File: config.mk
export PLATFORM = sky130hd
export DESIGN_NAME = multicycle_controller
export DESIGN_NICKNAME = d
export VERILOG_FILES = /design/src/rtl/multicycle_controller.sv
export SDC_FILE = /design/constraint.sdc
export NUM_CORES = 1
export LEC_CHECK = 0
export BUFFER_PORTS_ARGS = -buffer_cell sky130_fd_sc_hd__clkbuf_2
export CORE_MARGIN = 3
export CORE_UTILIZATION = 35
export DETAILED_ROUTE_END_ITERATION = 7
export PLACE_DENSITY_LB_ADDON = 0.05
export SLEW_MARGIN = 40
export SYNTH_ARGS = -nofsm -noshare
export SYNTH_HDL_FRONTEND = slang
export SYNTH_SLANG_ARGS = --single-unit
File: constraint.sdc
create_clock -name clk -period 2.7 [get_ports clk]
set_input_delay 0.54 -clock clk [delete_from_list [all_inputs] [get_ports clk]]
set_output_delay 0.54 -clock clk [all_outputs]
set_load 0.005 [all_outputs]
File: src/rtl/multicycle_controller.sv
// Moore control FSM for a multicycle RV32I-subset datapath, with a retired-instruction counter.
// Define BNE_EN to let BRANCH take bne (funct3=001) when ZERO is clear.
module multicycle_controller #(
  parameter int unsigned COUNT_W = 32
) (
  input  logic               clk,
  input  logic               rst,
  input  logic [31:0]        instruction,
  input  logic               ZERO,
  output logic               PCWrite,
  output logic               IRWrite,
  output logic               RegWrite,
  output logic               MemWrite,
  output logic               AdrSrc,
  output logic [1:0]         ALUSrcA,
  output logic [1:0]         ALUSrcB,
  output logic [1:0]         ResultSrc,
  output logic [2:0]         OpCode,
  output logic [2:0]         ImmSrc,
  output logic               instr_done,
  output logic [COUNT_W-1:0] instr_retired
);

  localparam logic [6:0] OpLoad   = 7'b0000011;
  localparam logic [6:0] OpStore  = 7'b0100011;
  localparam logic [6:0] OpRtype  = 7'b0110011;
  localparam logic [6:0] OpItype  = 7'b0010011;
  localparam logic [6:0] OpBranch = 7'b1100011;
  localparam logic [6:0] OpJal    = 7'b1101111;
  localparam logic [6:0] OpJalr   = 7'b1100111;
  localparam logic [6:0] OpLui    = 7'b0110111;

  localparam logic [2:0] AluAdd = 3'b000;
  localparam logic [2:0] AluSub = 3'b001;
  localparam logic [2:0] AluAnd = 3'b010;
  localparam logic [2:0] AluOr  = 3'b011;
  localparam logic [2:0] AluSlt = 3'b100;

  typedef enum logic [3:0] {
    StFetch, StDecode, StMemAdr, StMemRead, StMemWb, StMemWrite, StExecR,
    StExecI, StAluWb, StBranch, StJal, StJalr, StLink, StLui
  } state_e;

  state_e state_q, state_d;

  logic [6:0] op;
  logic [2:0] funct3;
  logic       funct7b5;
  logic       illegal_op;
  logic       branch_taken;
  logic [2:0] alu_dec;

  assign op       = instruction[6:0];
  assign funct3   = instruction[14:12];
  assign funct7b5 = instruction[30];

  always_comb begin
    illegal_op = 1'b0;
    unique case (op)
      OpLoad, OpStore, OpRtype, OpItype, OpBranch, OpJal, OpJalr, OpLui: illegal_op = 1'b0;
      default: illegal_op = 1'b1;
    endcase
  end

  always_comb begin
`ifdef BNE_EN
    branch_taken = ((funct3 == 3'b000) & ZERO) | ((funct3 == 3'b001) & ~ZERO);
`else
    branch_taken = (funct3 == 3'b000) & ZERO;
`endif
  end

  // Only R-type turns funct3=000 into SUB; addi ignores bit 30 (it is immediate data).
  always_comb begin
    unique case (funct3)
      3'b000:  alu_dec = (state_q == StExecR && funct7b5) ? AluSub : AluAdd;
      3'b111:  alu_dec = AluAnd;
      3'b110:  alu_dec = AluOr;
      3'b010:  alu_dec = AluSlt;
      default: alu_dec = AluAdd;
    endcase
  end

  always_ff @(posedge clk) begin
    if (rst) begin
      state_q <= StFetch;
    end else begin
      state_q <= state_d;
    end
  end

  always_comb begin
    state_d = StFetch;
    unique case (state_q)
      StFetch: state_d = StDecode;
      StDecode: begin
        unique case (op)
          OpLoad, OpStore: state_d = StMemAdr;
          OpRtype:         state_d = StExecR;
          OpItype:         state_d = StExecI;
          OpBranch:        state_d = StBranch;
          OpJal:           state_d = StJal;
          OpJalr:          state_d = StJalr;
          OpLui:           state_d = StLui;
          default:         state_d = StFetch;
        endcase
      end
      StMemAdr:         state_d = (op == OpLoad) ? StMemRead : StMemWrite;
      StMemRead:        state_d = StMemWb;
      StExecR, StExecI: state_d = StAluWb;
      StJal, StJalr:    state_d = StLink;
      StMemWb, StMemWrite, StAluWb, StBranch, StLink, StLui: state_d = StFetch;
      default:          state_d = StFetch;
    endcase
  end

  always_comb begin
    PCWrite    = 1'b0;
    IRWrite    = 1'b0;
    RegWrite   = 1'b0;
    MemWrite   = 1'b0;
    AdrSrc     = 1'b0;
    ALUSrcA    = 2'b00;
    ALUSrcB    = 2'b00;
    ResultSrc  = 2'b00;
    OpCode     = AluAdd;
    instr_done = 1'b0;

    unique case (op)
      OpStore:  ImmSrc = 3'b001;
      OpBranch: ImmSrc = 3'b010;
      OpJal:    ImmSrc = 3'b011;
      OpLui:    ImmSrc = 3'b100;
      default:  ImmSrc = 3'b000;
    endcase

    unique case (state_q)
      StFetch: begin
        IRWrite   = 1'b1;
        ALUSrcB   = 2'b10;
        ResultSrc = 2'b10;
        PCWrite   = 1'b1;
      end
      StDecode: begin
        ALUSrcA    = 2'b01;
        ALUSrcB    = 2'b01;
        instr_done = illegal_op;
      end
      StMemAdr: begin
        ALUSrcA = 2'b10;
        ALUSrcB = 2'b01;
      end
      StMemRead: AdrSrc = 1'b1;
      StMemWb: begin
        ResultSrc  = 2'b01;
        RegWrite   = 1'b1;
        instr_done = 1'b1;
      end
      StMemWrite: begin
        AdrSrc     = 1'b1;
        MemWrite   = 1'b1;
        instr_done = 1'b1;
      end
      StExecR: begin
        ALUSrcA = 2'b10;
        OpCode  = alu_dec;
      end
      StExecI: begin
        ALUSrcA = 2'b10;
        ALUSrcB = 2'b01;
        OpCode  = alu_dec;
      end
      StAluWb: begin
        RegWrite   = 1'b1;
        instr_done = 1'b1;
      end
      StBranch: begin
        ALUSrcA    = 2'b10;
        OpCode     = AluSub;
        PCWrite    = branch_taken;
        instr_done = 1'b1;
      end
      StJal: PCWrite = 1'b1;
      StJalr: begin
        ALUSrcA   = 2'b10;
        ALUSrcB   = 2'b01;
        ResultSrc = 2'b10;
        PCWrite   = 1'b1;
      end
      StLink: begin
        ALUSrcA    = 2'b01;
        ALUSrcB    = 2'b10;
        ResultSrc  = 2'b10;
        RegWrite   = 1'b1;
        instr_done = 1'b1;
      end
      StLui: begin
        ResultSrc  = 2'b11;
        RegWrite   = 1'b1;
        instr_done = 1'b1;
      end
      default: ;
    endcase

    // Reset must not let a half-finished instruction touch architectural state.
    if (rst) begin
      PCWrite    = 1'b0;
      IRWrite    = 1'b0;
      RegWrite   = 1'b0;
      MemWrite   = 1'b0;
      instr_done = 1'b0;
    end
  end

  always_ff @(posedge clk) begin
    if (rst) begin
      instr_retired <= '0;
    end else if (instr_done) begin
      instr_retired <= instr_retired + 1'b1;
    end
  end

endmodule

==> flow_summary_export.csv, run 1 <==
group,metric,value,unit
status,outcome,"completed",
sta,slew_headroom,64.0,%
setup_path,cpMaxStageDelayCell,"or4b_2",
setup_path,cp_max_fo,14,
clocking,clk_pin_slew_worst_paths,0.08,ns
sta,setup_viol,0,
placed_design,place_area,2600,um2
clocking,clock_latency,0.29,ns
route,drt_pre_antenna_iters,4,
logic_synthesis,ys_ff_latch,36,
clocking,clk_path_buf_depth,2,
setup_path,path_cells,"buf_4 -> or4b_2 -> a211oi_1 -> a41o_1 -> clkbuf_2",
placed_design,io_buffers,63,
route,ant_nets,0,
sta,tightestPinTransition,0.540,ns
setup_path,arrival,1.94,ns
floorplanning,num_io_pins,85,
route,drc,0,
sta,hold_viol,0,
floorplanning,die_h,84.8,um
global_route,grt_pass1_vias,2079,
logic_synthesis,synth-edff-count,0,
route,wirelength,5660,um
logic_synthesis,synth_area,2180,um2
global_route,antenna_found_initial,0,
logic_synthesis,synthCells,274,
pwr,p_total,1.05,mW
sta,period_minus_slack,2.48,ns
logic_synthesis,synth_largest_area_cell,"dfxtp_1",
flow_run,maxCapViolations,0,
sta,finalMaxSlewViolations,0,
logic_synthesis,syn_area_per_cell,7.94,um2
floorplanning,rows,28,
sta,fin_tns_setup,0,ns
clocking,postCtsHoldBufs,0,
logic_synthesis,synth_top_cell_area_share,33.1,%
setup_path,worstSetupStartpointType,"flip-flop",
final_layout,antenna_cells,0,
setup_path,crit_required,2.16,ns
hold_path,hold_path_class,"flip-flop to flip-flop",
pwr,peakVddDrop,0.223,mV
logic_synthesis,ys_warn_count,0,
sta,fin_worst_skew,0.00880,ns
clocking,root_buffer,"clkbuf_8",
global_route,grt_pass1_wl,9540,um
floorplanning,die_area,7200,um2
placed_design,place_congestion,0.707,
clocking,numCtsBuffers,5,
route,num_vias,2296,
sta,period_share,91.9,%
setup_path,worstSetupEndpointType,"output port",
logic_synthesis,yosys-top-cells-count,"dfxtp_1 (36), a21oi_1 (34), nor2_1 (19)",
floorplanning,design.core.area,5960,um2
route,wl_per_cell,13.6,um
clocking,cts_setup_buffers,0,
global_route,grt_overflow_total,0,
final_layout,stdcell_area,2690,um2
global_route,grt_max_degree,24,
global_route,grt_use_total,15.9,%
floorplanning,initial_utilization,36.5,%
setup_path,setup.worst_path.class,"flip-flop to output port",
final_layout,final_layout_size_suffix_gt1_share,26.2,%
logic_synthesis,synthArstFlopShare,0,%
final_layout,nets,375,
logic_synthesis,ys_seq_area_share,33.1,%
placed_design,hpwl,4100,um
pwr,powerDensity,391,nW/um2
clocking,clock-sinks,36,
logic_synthesis,synth_most_common_cell,"dfxtp_1",
route,drt-initial-drc-count,75,
route,vias_per_cell,5.53,
final_layout,area_growth_syn_to_layout,23.5,%
logic_synthesis,syn-num-nets,310,
pwr,leakage,0.992,nW
logic_synthesis,synth_top_flop_cell,"dfxtp_1",
sta,clock.fmax,403,MHz
setup_path,max_stage_delay,0.66,ns
floorplanning,fp.dieW,84.8,um
clocking,cts.htree.levels,2,
logic_synthesis,ys_types,51,
clocking,cts_resized,0,
sta,rsz0062_at_grt,"no",
logic_synthesis,synth_area_leaders,"dfxtp_1 (33%), a21oi_1 (7.8%), or3_1 (4.3%)",
clocking,cts_tree,"yes",
## per-stage QoR
step                setup slack, ns  hold WS, ns  std cells  utilization [%]
finish                        0.220        0.476        415             45.1
global route                  0.107        0.499        415             45.1
floorplan                     0.368        0.463        274                -
detailed placement            0.146        0.469        407             43.6
CTS                           0.217        0.482        415             45.1
global placement              0.158        0.467        407             43.6
## state kept, by name (all words and copies together), names as in the netlist
signal,count
state_q,4
instr_retired,32
## layout make-up
class / instances / area [um2]
fillers: 648 / 3270
inverters: 12 / 45.0
well taps: 75 / 93.8
clock buffers: 8 / 90.1
flip-flops and latches: 36 / 721
multi-input cells: 208 / 1320
repair buffers: 76 / 413
## cells in the final DEF, fill, tap and decap left out, types with 2 or more instances in the layout
cell type / count
a211oi_1: 2
a21oi_1: 34
and3_1: 4
and4_1: 2
buf_4: 13
clkbuf_1: 2
clkbuf_2: 63
clkbuf_8: 6
dfxtp_1: 36
inv_1: 12
nand2_1: 15
nand2b_1: 2
nand3_1: 12
nand4_1: 8
nor2_1: 19
nor2b_1: 2
nor3_1: 12
nor4b_1: 4
o21ai_1: 14
o31ai_1: 11
o41ai_1: 7
or3_1: 15
or4_1: 8
or4b_1: 5
xnor2_1: 2
xor2_1: 5
## layer usage
| metal | vias to the layer above | share of wire, % | GRT usage [%] |
|---|---|---|---|
| met5 | - | 0 | 0 |
| li1 | 1182 | - | - |
| met3 | 5 | 4.2 | 3.40 |
| met4 | 0 | 0.81 | 4.46 |
| met2 | 45 | 44 | 24.2 |
| met1 | 1064 | 51 | 22.6 |
## power breakdown
group | internal, mW | leakage (nW) | switching (mW)
clock | 0.208 | 0.0455 | 0.194
sequential | 0.536 | 0.290 | 0.00505
combinational | 0.0446 | 0.656 | 0.0612
total | 0.788 | 0.992 | 0.261
## cell families after synthesis
kind of cell,count (synthesis),share of synthesized area (%)
buffers and inverters,30,6.04
muxes,1,0.460
and+or+nand+nor,117,31.4
xor gates and xnor gates,7,2.82
adders and majority gates,1,0.575
AOI/OAI and AO/OA,82,25.6
DFF,36,33.1
## path summary, 6_finish.rpt
path | slack, ns | cells after the start | from | to
worst max-delay path | 0.22 | 5 | state_q[0]$_SDFF_PP0_ | OpCode[0]
worst min-delay path | 0.48 | 2 | instr_retired[31]$_SDFFE_PP0P_ | instr_retired[31]$_SDFFE_PP0P_
worst max register to register | 0.41 | 6 | state_q[1]$_SDFF_PP0_ | instr_retired[6]$_SDFFE_PP0P_
worst min register to register | 0.48 | 2 | instr_retired[31]$_SDFFE_PP0P_ | instr_retired[31]$_SDFFE_PP0P_
## worst max-delay path: cells and delay by family, from the launching register on
family | cells | cell delay, ns
buffers and inverters | 2 | 0.27
AOI/OAI and AO/OA | 2 | 0.40
and+or+nand+nor | 1 | 0.66
DFF | 1 | 0.31
No activity file was read; power rests on OpenSTA's default activity.
==> run 2, diff against run 1 <==
--- a/config.mk
+++ b/config.mk
@@ -5,10 +5,11 @@
 export SDC_FILE = /design/constraint.sdc
 export NUM_CORES = 1
 export LEC_CHECK = 0
-export BUFFER_PORTS_ARGS = -buffer_cell sky130_fd_sc_hd__clkbuf_2
+export ABC_AREA = 1
 export CORE_MARGIN = 3
 export CORE_UTILIZATION = 35
 export DETAILED_ROUTE_END_ITERATION = 7
+export DONT_BUFFER_PORTS = 1
 export PLACE_DENSITY_LB_ADDON = 0.05
 export SLEW_MARGIN = 40
 export SYNTH_ARGS = -nofsm -noshare
==> run 2 against run 1 <==
Compared with the run above:
- hold slack worse by 0.16 ns
- sequential share of layout area about the same
- clock-buffer cell count did not move
- critical path depth is 2 higher
- area after synthesis is 16% higher
- worst setup slack improved by 0.45 ns
- register-to-register slack gained 0.40 ns
- final area about the same
- power shrank 2.1%
- clock power is essentially flat
- die area up 15%
- critical path type unchanged
- largest power group unchanged
==> flow_summary_export.csv, run 2 <==
group,metric,value,unit
setup_path,cpMaxStageDelayCell,"dfxtp_1",
route,wl_met2,3090,um
final_layout,final_common_cell,"nand2_1",
pwr,switching_share,25.4,%
logic_synthesis,ys_types,25,
clocking,clock-sinks,36,
sta,fin_worst_skew,0.00739,ns
floorplanning,initial_utilization,36.6,%
global_route,grt_use_total,17.2,%
clocking,numCtsBuffers,5,
sta,period_minus_slack,2.03,ns
pwr,pwr-share-comb,7.9,%
pwr,peakVddDrop,0.136,mV
setup_path,setup.worst_path.class,"flip-flop to output port",
sta,rsz0062_at_grt,"no",
pwr,seqPwrFrac,52.7,%
setup_path,worstSetupStartpointType,"flip-flop",
logic_synthesis,synth_largest_area_cell,"dfxtp_1",
floorplanning,die_h,90.9,um
route,drt_pre_antenna_iters,4,
final_layout,final_layout_size_suffix_gt1_share,6.64,%
final_layout,antenna_cells,0,
logic_synthesis,yosys-top-cells-count,"nand2_1 (147), nor2_1 (93), inv_1 (57)",
sta,period_share,75.0,%
floorplanning,design.core.area,6910,um2
pwr,p_sw,0.261,mW
route,ant_nets,0,
status,outcome,"completed",
setup_path,crit_buf_inv,2,
setup_path,crit_required,2.16,ns
sta,holdWs,0.315,ns
clocking,clock_latency,0.29,ns
route,topRoutingLayerUsed,"met4",
route,wl_per_cell,12.4,um
placed_design,place_area,2590,um2
logic_synthesis,ys_ff_latch,36,
route,drt-initial-drc-count,123,
route,met3WireLength,441,um
floorplanning,rows,30,
global_route,grt_max_degree,39,
placed_design,pre_cts_ws,0.774,ns
route,vias_per_cell,4.75,
setup_path,worstSetupEndpointType,"output port",
logic_synthesis,synth_most_common_cell,"nand2_1",
logic_synthesis,syn-num-nets,487,
setup_path,cp_max_fo,5,
route,drc,0,
global_route,grt_overflow_total,0,
global_route,grt_pass1_wl,11800,um
sta,slew_headroom,73.8,%
clocking,clk_pin_slew_worst_paths,0.07,ns
setup_path,path_cells,"inv_2 -> nand2_1 -> nor2_4 -> nand3_2 -> nand2_1 -> nand2_1 -> inv_1",
final_layout,most-common-layout-cells,"nand2_1 (147), nor2_1 (93), inv_1 (57)",
floorplanning,die_area,8270,um2
logic_synthesis,ys_seq_area_share,28.5,%
logic_synthesis,synth_area,2520,um2
logic_synthesis,synth_top_cell_area_share,28.5,%
final_layout,layout.cells.non_filler,548,
clocking,postCtsHoldBufs,0,
logic_synthesis,synth_area_leaders,"dfxtp_1 (29%), nand2_1 (22%), nor2_1 (14%)",
final_layout,max_flop_register,"instr_retired",
pwr,p_clk_share,39.5,%
sta,clock.fmax,494,MHz
setup_path,max_stage_delay,0.36,ns
placed_design,hpwl,5210,um
sta,tightestPinTransition,0.389,ns
final_layout,largest_register_ffs,32,
clocking,clk_path_buf_depth,2,
pwr,p_int,0.766,mW
setup_path,arrival,1.49,ns
pwr,leakage,1.04,nW
floorplanning,num_io_pins,85,
sta,setup_viol,0,
sta,hold_viol,0,
logic_synthesis,synthArstFlopShare,0,%
clocking,cts_tree,"yes",
sta,fin_tns_setup,0,ns
route,wirelength_met1,3170,um
logic_synthesis,synth_top_flop_cell,"dfxtp_1",
clocking,root_buffer,"clkbuf_8",
global_route,antenna_found_initial,0,
clocking,cts_resized,0,
hold_path,hold_path_class,"primary input to flip-flop",
global_route,grt_pass1_vias,2482,
pwr,powerDensity,383,nW/um2
sta,finalMaxSlewViolations,0,
floorplanning,fp.dieW,90.9,um
placed_design,io_buffers,0,
pwr,p_total,1.03,mW
logic_synthesis,synth-edff-count,0,
clocking,cts_setup_buffers,0,
final_layout,area_growth_syn_to_layout,6.34,%
route,num_vias,2602,
setup_path,crit_family,"simple AND/OR/NAND/NOR gates",
sta,fin_ws,0.675,ns
final_layout,finish.utilization,38.9,%
logic_synthesis,synthCells,451,
final_layout,nets,487,
final_layout,stdcell_area,2690,um2
logic_synthesis,ys_warn_count,0,
placed_design,place_congestion,0.848,
placed_design,dp.cells,540,
route,wirelength,6820,um
logic_synthesis,syn_area_per_cell,5.60,um2
flow_run,maxCapViolations,0,
clocking,cts.htree.levels,2,
setup_path,cpMostUsedCell,"nand2_1",
final_layout,top_regs,"instr_retired (32), state_q (4)",
==> run 2: power by group through the flow <==
stage               sequential, mW  combinational, mW  clock, mW
floorplan                    0.552             0.0796          0
global placement             0.554             0.0813          0
detailed placement           0.554             0.0824          0
CTS                          0.541             0.0826      0.423
global route                 0.543             0.0939      0.443
finish                       0.541             0.0807      0.405
==> run 2: logic make-up (layout without fill, tap and decap cells) <==
kind of cell,Yosys count,in the layout,synth area share [%]
compound gates,30,30,6.24
fa+ha+maj,1,1,0.495
flops,36,36,28.5
simple gates,313,313,52.8
buf+inv,71,72,11.9
==> run 2: worst paths after layout <==
path | cells after the start | slack, ns | endpoint | start
setup / recovery | 7 | 0.67 | instr_done | state_q[1]$_SDFF_PP0_
hold / removal | 1 | 0.32 | state_q[0]$_SDFF_PP0_ | rst
setup reg to reg | 13 | 0.81 | instr_retired[18]$_SDFFE_PP0P_ | instr_retired[0]$_SDFFE_PP0P_
hold reg to reg | 2 | 0.54 | instr_retired[31]$_SDFFE_PP0P_ | instr_retired[31]$_SDFFE_PP0P_
==> run 2: metal layers <==
layer,GRT usage [%],up-vias
met1,21.6,1135
met3,4.64,9
met2,28.0,66
li1,-,1392
met4,6.53,0
met5,0,-
==> run 2: area by class of cell <==
type / instances / area, um2
fill: 830 / 4220
multi-input combinational: 344 / 1500
sequential: 36 / 721
inverter: 61 / 229
tap: 96 / 120
clock buffer: 8 / 90.1
timing repair buffer: 3 / 22.5
==> run 3, diff against run 2 <==
--- a/config.mk
+++ b/config.mk
@@ -5,7 +5,7 @@
 export SDC_FILE = /design/constraint.sdc
 export NUM_CORES = 1
 export LEC_CHECK = 0
-export ABC_AREA = 1
+export ABC_AREA = 0
 export CORE_MARGIN = 3
 export CORE_UTILIZATION = 35
 export DETAILED_ROUTE_END_ITERATION = 7
==> constraint.sdc (replaced) <==
create_clock -name clk -period 2.08 [get_ports clk]
set_input_delay 0.416 -clock clk [delete_from_list [all_inputs] [get_ports clk]]
set_output_delay 0.416 -clock clk [all_outputs]
set_load 0.005 [all_outputs]
==> run 3 against run 2 <==
Compared with the run above:
- register-to-register slack worse by 0.90 ns
- highest routed layer unchanged
- non-clock buffer count up 44
- the run now ends with negative setup slack left
- via count down 13%
- flip-flop and latch count unchanged
- clock skew down 0.0014 ns
- critical path depth down 1
- first-iteration DRC count down 40%
- cell count down 29%
- hold slack worse by 0.13 ns
- clock-buffer cell count down 2
- clock power up 32%
==> flow_summary_export.csv, run 3 (synthesis results as in run 1) <==
group,metric,value,unit
status,outcome,"complete, but fails checks",
status,failed_checks,"negative setup slack",
floorplanning,die_h,84.8,um
floorplanning,initial_utilization,36.5,%
clocking,cts.htree.levels,2,
setup_path,r2r_cells,6,
final_layout,antenna_cells,0,
placed_design,hpwl,4110,um
pwr,powerDensity,460,nW/um2
floorplanning,die_area,7200,um2
final_layout,final_common_cell,"dfxtp_1",
final_layout,max_flop_register,"instr_retired",
route,vias_per_cell,5.83,
global_route,antenna_found_initial,0,
sta,setup_viol,17,
sta,fin_ws,-0.0904,ns
sta,clock.fmax,461,MHz
global_route,grt_pass1_vias,2141,
final_layout,top_regs,"instr_retired (32), state_q (4)",
clocking,clock_latency,0.29,ns
clocking,clk_pin_slew_worst_paths,0.08,ns
hold_path,whs_endpoint,"instr_retired[31]$_SDFFE_PP0P_",
route,drc,0,
route,wl_per_cell,17.2,um
hold_path,whs_path_depth,1,
setup_path,cp_max_fo,5,
pwr,leakage,0.956,nW
floorplanning,fp.dieW,84.8,um
global_route,grt_use_total,18.2,%
setup_path,r2r_slack,-0.09,ns
global_route,grt_pass1_wl,10700,um
final_layout,nets,348,
placed_design,place_congestion,0.745,
placed_design,io_buffers,0,
placed_design,place_area,2450,um2
clocking,cts_tree,"yes",
final_layout,final_layout_size_suffix_gt1_share,32.3,%
clocking,clk_path_buf_depth,2,
sta,period_minus_slack,2.17,ns
pwr,peakVddDrop,0.322,mV
clocking,numCtsBuffers,5,
setup_path,reg2reg_from,"state_q[2]$_SDFF_PP0_",
route,ant_nets,0,
final_layout,most-common-layout-cells,"dfxtp_1 (34), buf_4 (30), a21oi_1 (21)",
sta,fin_worst_skew,0.00601,ns
clocking,postCtsHoldBufs,0,
route,drt_pre_antenna_iters,4,
sta,slew_headroom,59.6,%
global_route,grt_overflow_total,0,
sta,rsz0062_at_grt,"yes",
clocking,clock-sinks,36,
floorplanning,rows,28,
setup_path,rr_endpoint,"instr_retired[15]$_SDFFE_PP0P_",
hold_path,min-delay-start,"rst",
sta,period_share,104,%
setup_path,arrival,2.40,ns
setup_path,crit_required,2.31,ns
final_layout,largest_register_ffs,32,
setup_path,setup.worst_path.class,"flip-flop to flip-flop",
setup_path,worstSetupEndpointType,"flip-flop",
final_layout,stdcell_area,2970,um2
final_layout,area_growth_syn_to_layout,36.3,%
setup_path,worstSetupStartpointType,"flip-flop",
route,num_vias,2262,
final_layout,finish.utilization,49.8,%
flow_run,maxCapViolations,0,
hold_path,hold_path_class,"primary input to flip-flop",
clocking,root_buffer,"clkbuf_8",
route,wirelength,6670,um
sta,finalMaxSlewViolations,0,
floorplanning,design.core.area,5960,um2
final_layout,fillers,594,
sta,hold_viol,0,
global_route,grt_max_degree,42,
route,drt-initial-drc-count,74,
floorplanning,num_io_pins,85,
sta,tightestPinTransition,0.604,ns
-- run 3: cell types whose count changed in the layout (fill, tap and decap cells not counted), moves of 7 or more --
cell / before / now
o21ai_1: 1 / 14
a21oi_2: 0 / 13
or3_4: 0 / 7
nor2_1: 93 / 18
buf_6: 0 / 15
o31ai_1: 0 / 10
nand2_1: 147 / 15
buf_4: 3 / 30
nand3_1: 42 / 12
nor2_2: 7 / 0
inv_1: 57 / 12
or3_1: 0 / 8
-- run 3: worst max-delay path by stage --
| stage | from | end | slack, ns | cells after the start |
|---|---|---|---|---|
| final | state_q[2]$_SDFF_PP0_ | instr_retired[15]$_SDFFE_PP0P_ | -0.09 | 6 |
| after global routing | state_q[2]$_SDFF_PP0_ | instr_retired[25]$_SDFFE_PP0P_ | -0.16 | 6 |
| after CTS | state_q[2]$_SDFF_PP0_ | instr_retired[6]$_SDFFE_PP0P_ | -0.11 | 7 |
| after detailed placement | state_q[1]$_SDFF_PP0_ | instr_retired[6]$_SDFFE_PP0P_ | -0.14 | 6 |
| after global placement | state_q[1]$_SDFF_PP0_ | instr_retired[6]$_SDFFE_PP0P_ | -0.14 | 6 |
| after floorplan | state_q[3]$_SDFF_PP0_ | instr_retired[16]$_SDFFE_PP0P_ | -0.03 | 7 |
-- run 3: what timing repair did --
action,CTS,global route
gates cloned,3,0
setup endpoints to repair,25,32
pin swaps,32,19
setup buffers,10,7
resized for setup,23,38
-- run 3: layout make-up --
class / instances / area [um2] / area share [%]
clock buffer: 6 / 82.6 / 2.78
clock inverter: 2 / 10.0 / 0.338
inverter: 12 / 45.0 / 1.52
multi-input combinational: 210 / 1580 / 53.3
sequential: 36 / 723 / 24.4
tap: 75 / 93.8 / 3.16
timing repair buffer: 47 / 429 / 14.5
-- run 3: worst max-delay path, stage by stage, from the launching register on --
cell and delay (ns):
dfxtp_2 0.32, or4b_4 0.55, a31oi_4 0.24, buf_6 0.18
o211ai_4 0.13, or4b_1 0.54, a21oi_2 0.15
-- run 3: routing by layer --
layer,global-route usage [%],part of all wire (%)
met1,24.7,48
met2,27.9,45
met3,5.34,5.8
met4,5.47,1.4
met5,0,0
-- run 3: power breakdown --
group | internal, mW | switching, mW
Clock | 0.265 | 0.269
Sequential | 0.695 | 0.00793
Combinational | 0.0650 | 0.0611
Total | 1.02 | 0.338
-- run 3: through the flow --
stage          total power [mW]  setup slack [ns]  TNS, ns  instances  hold WS, ns
4_1_cts                    1.37            -0.112    -1.46        382        0.170
3_3_place_gp              0.815            -0.136    -1.20        362        0.492
6_report                   1.36           -0.0904   -0.869        388        0.187
3_5_place_dp              0.815            -0.142    -1.38        362        0.492
5_1_grt                    1.43            -0.157    -2.51        388        0.162
2_1_floorplan             0.804           -0.0261  -0.0522        274        0.463
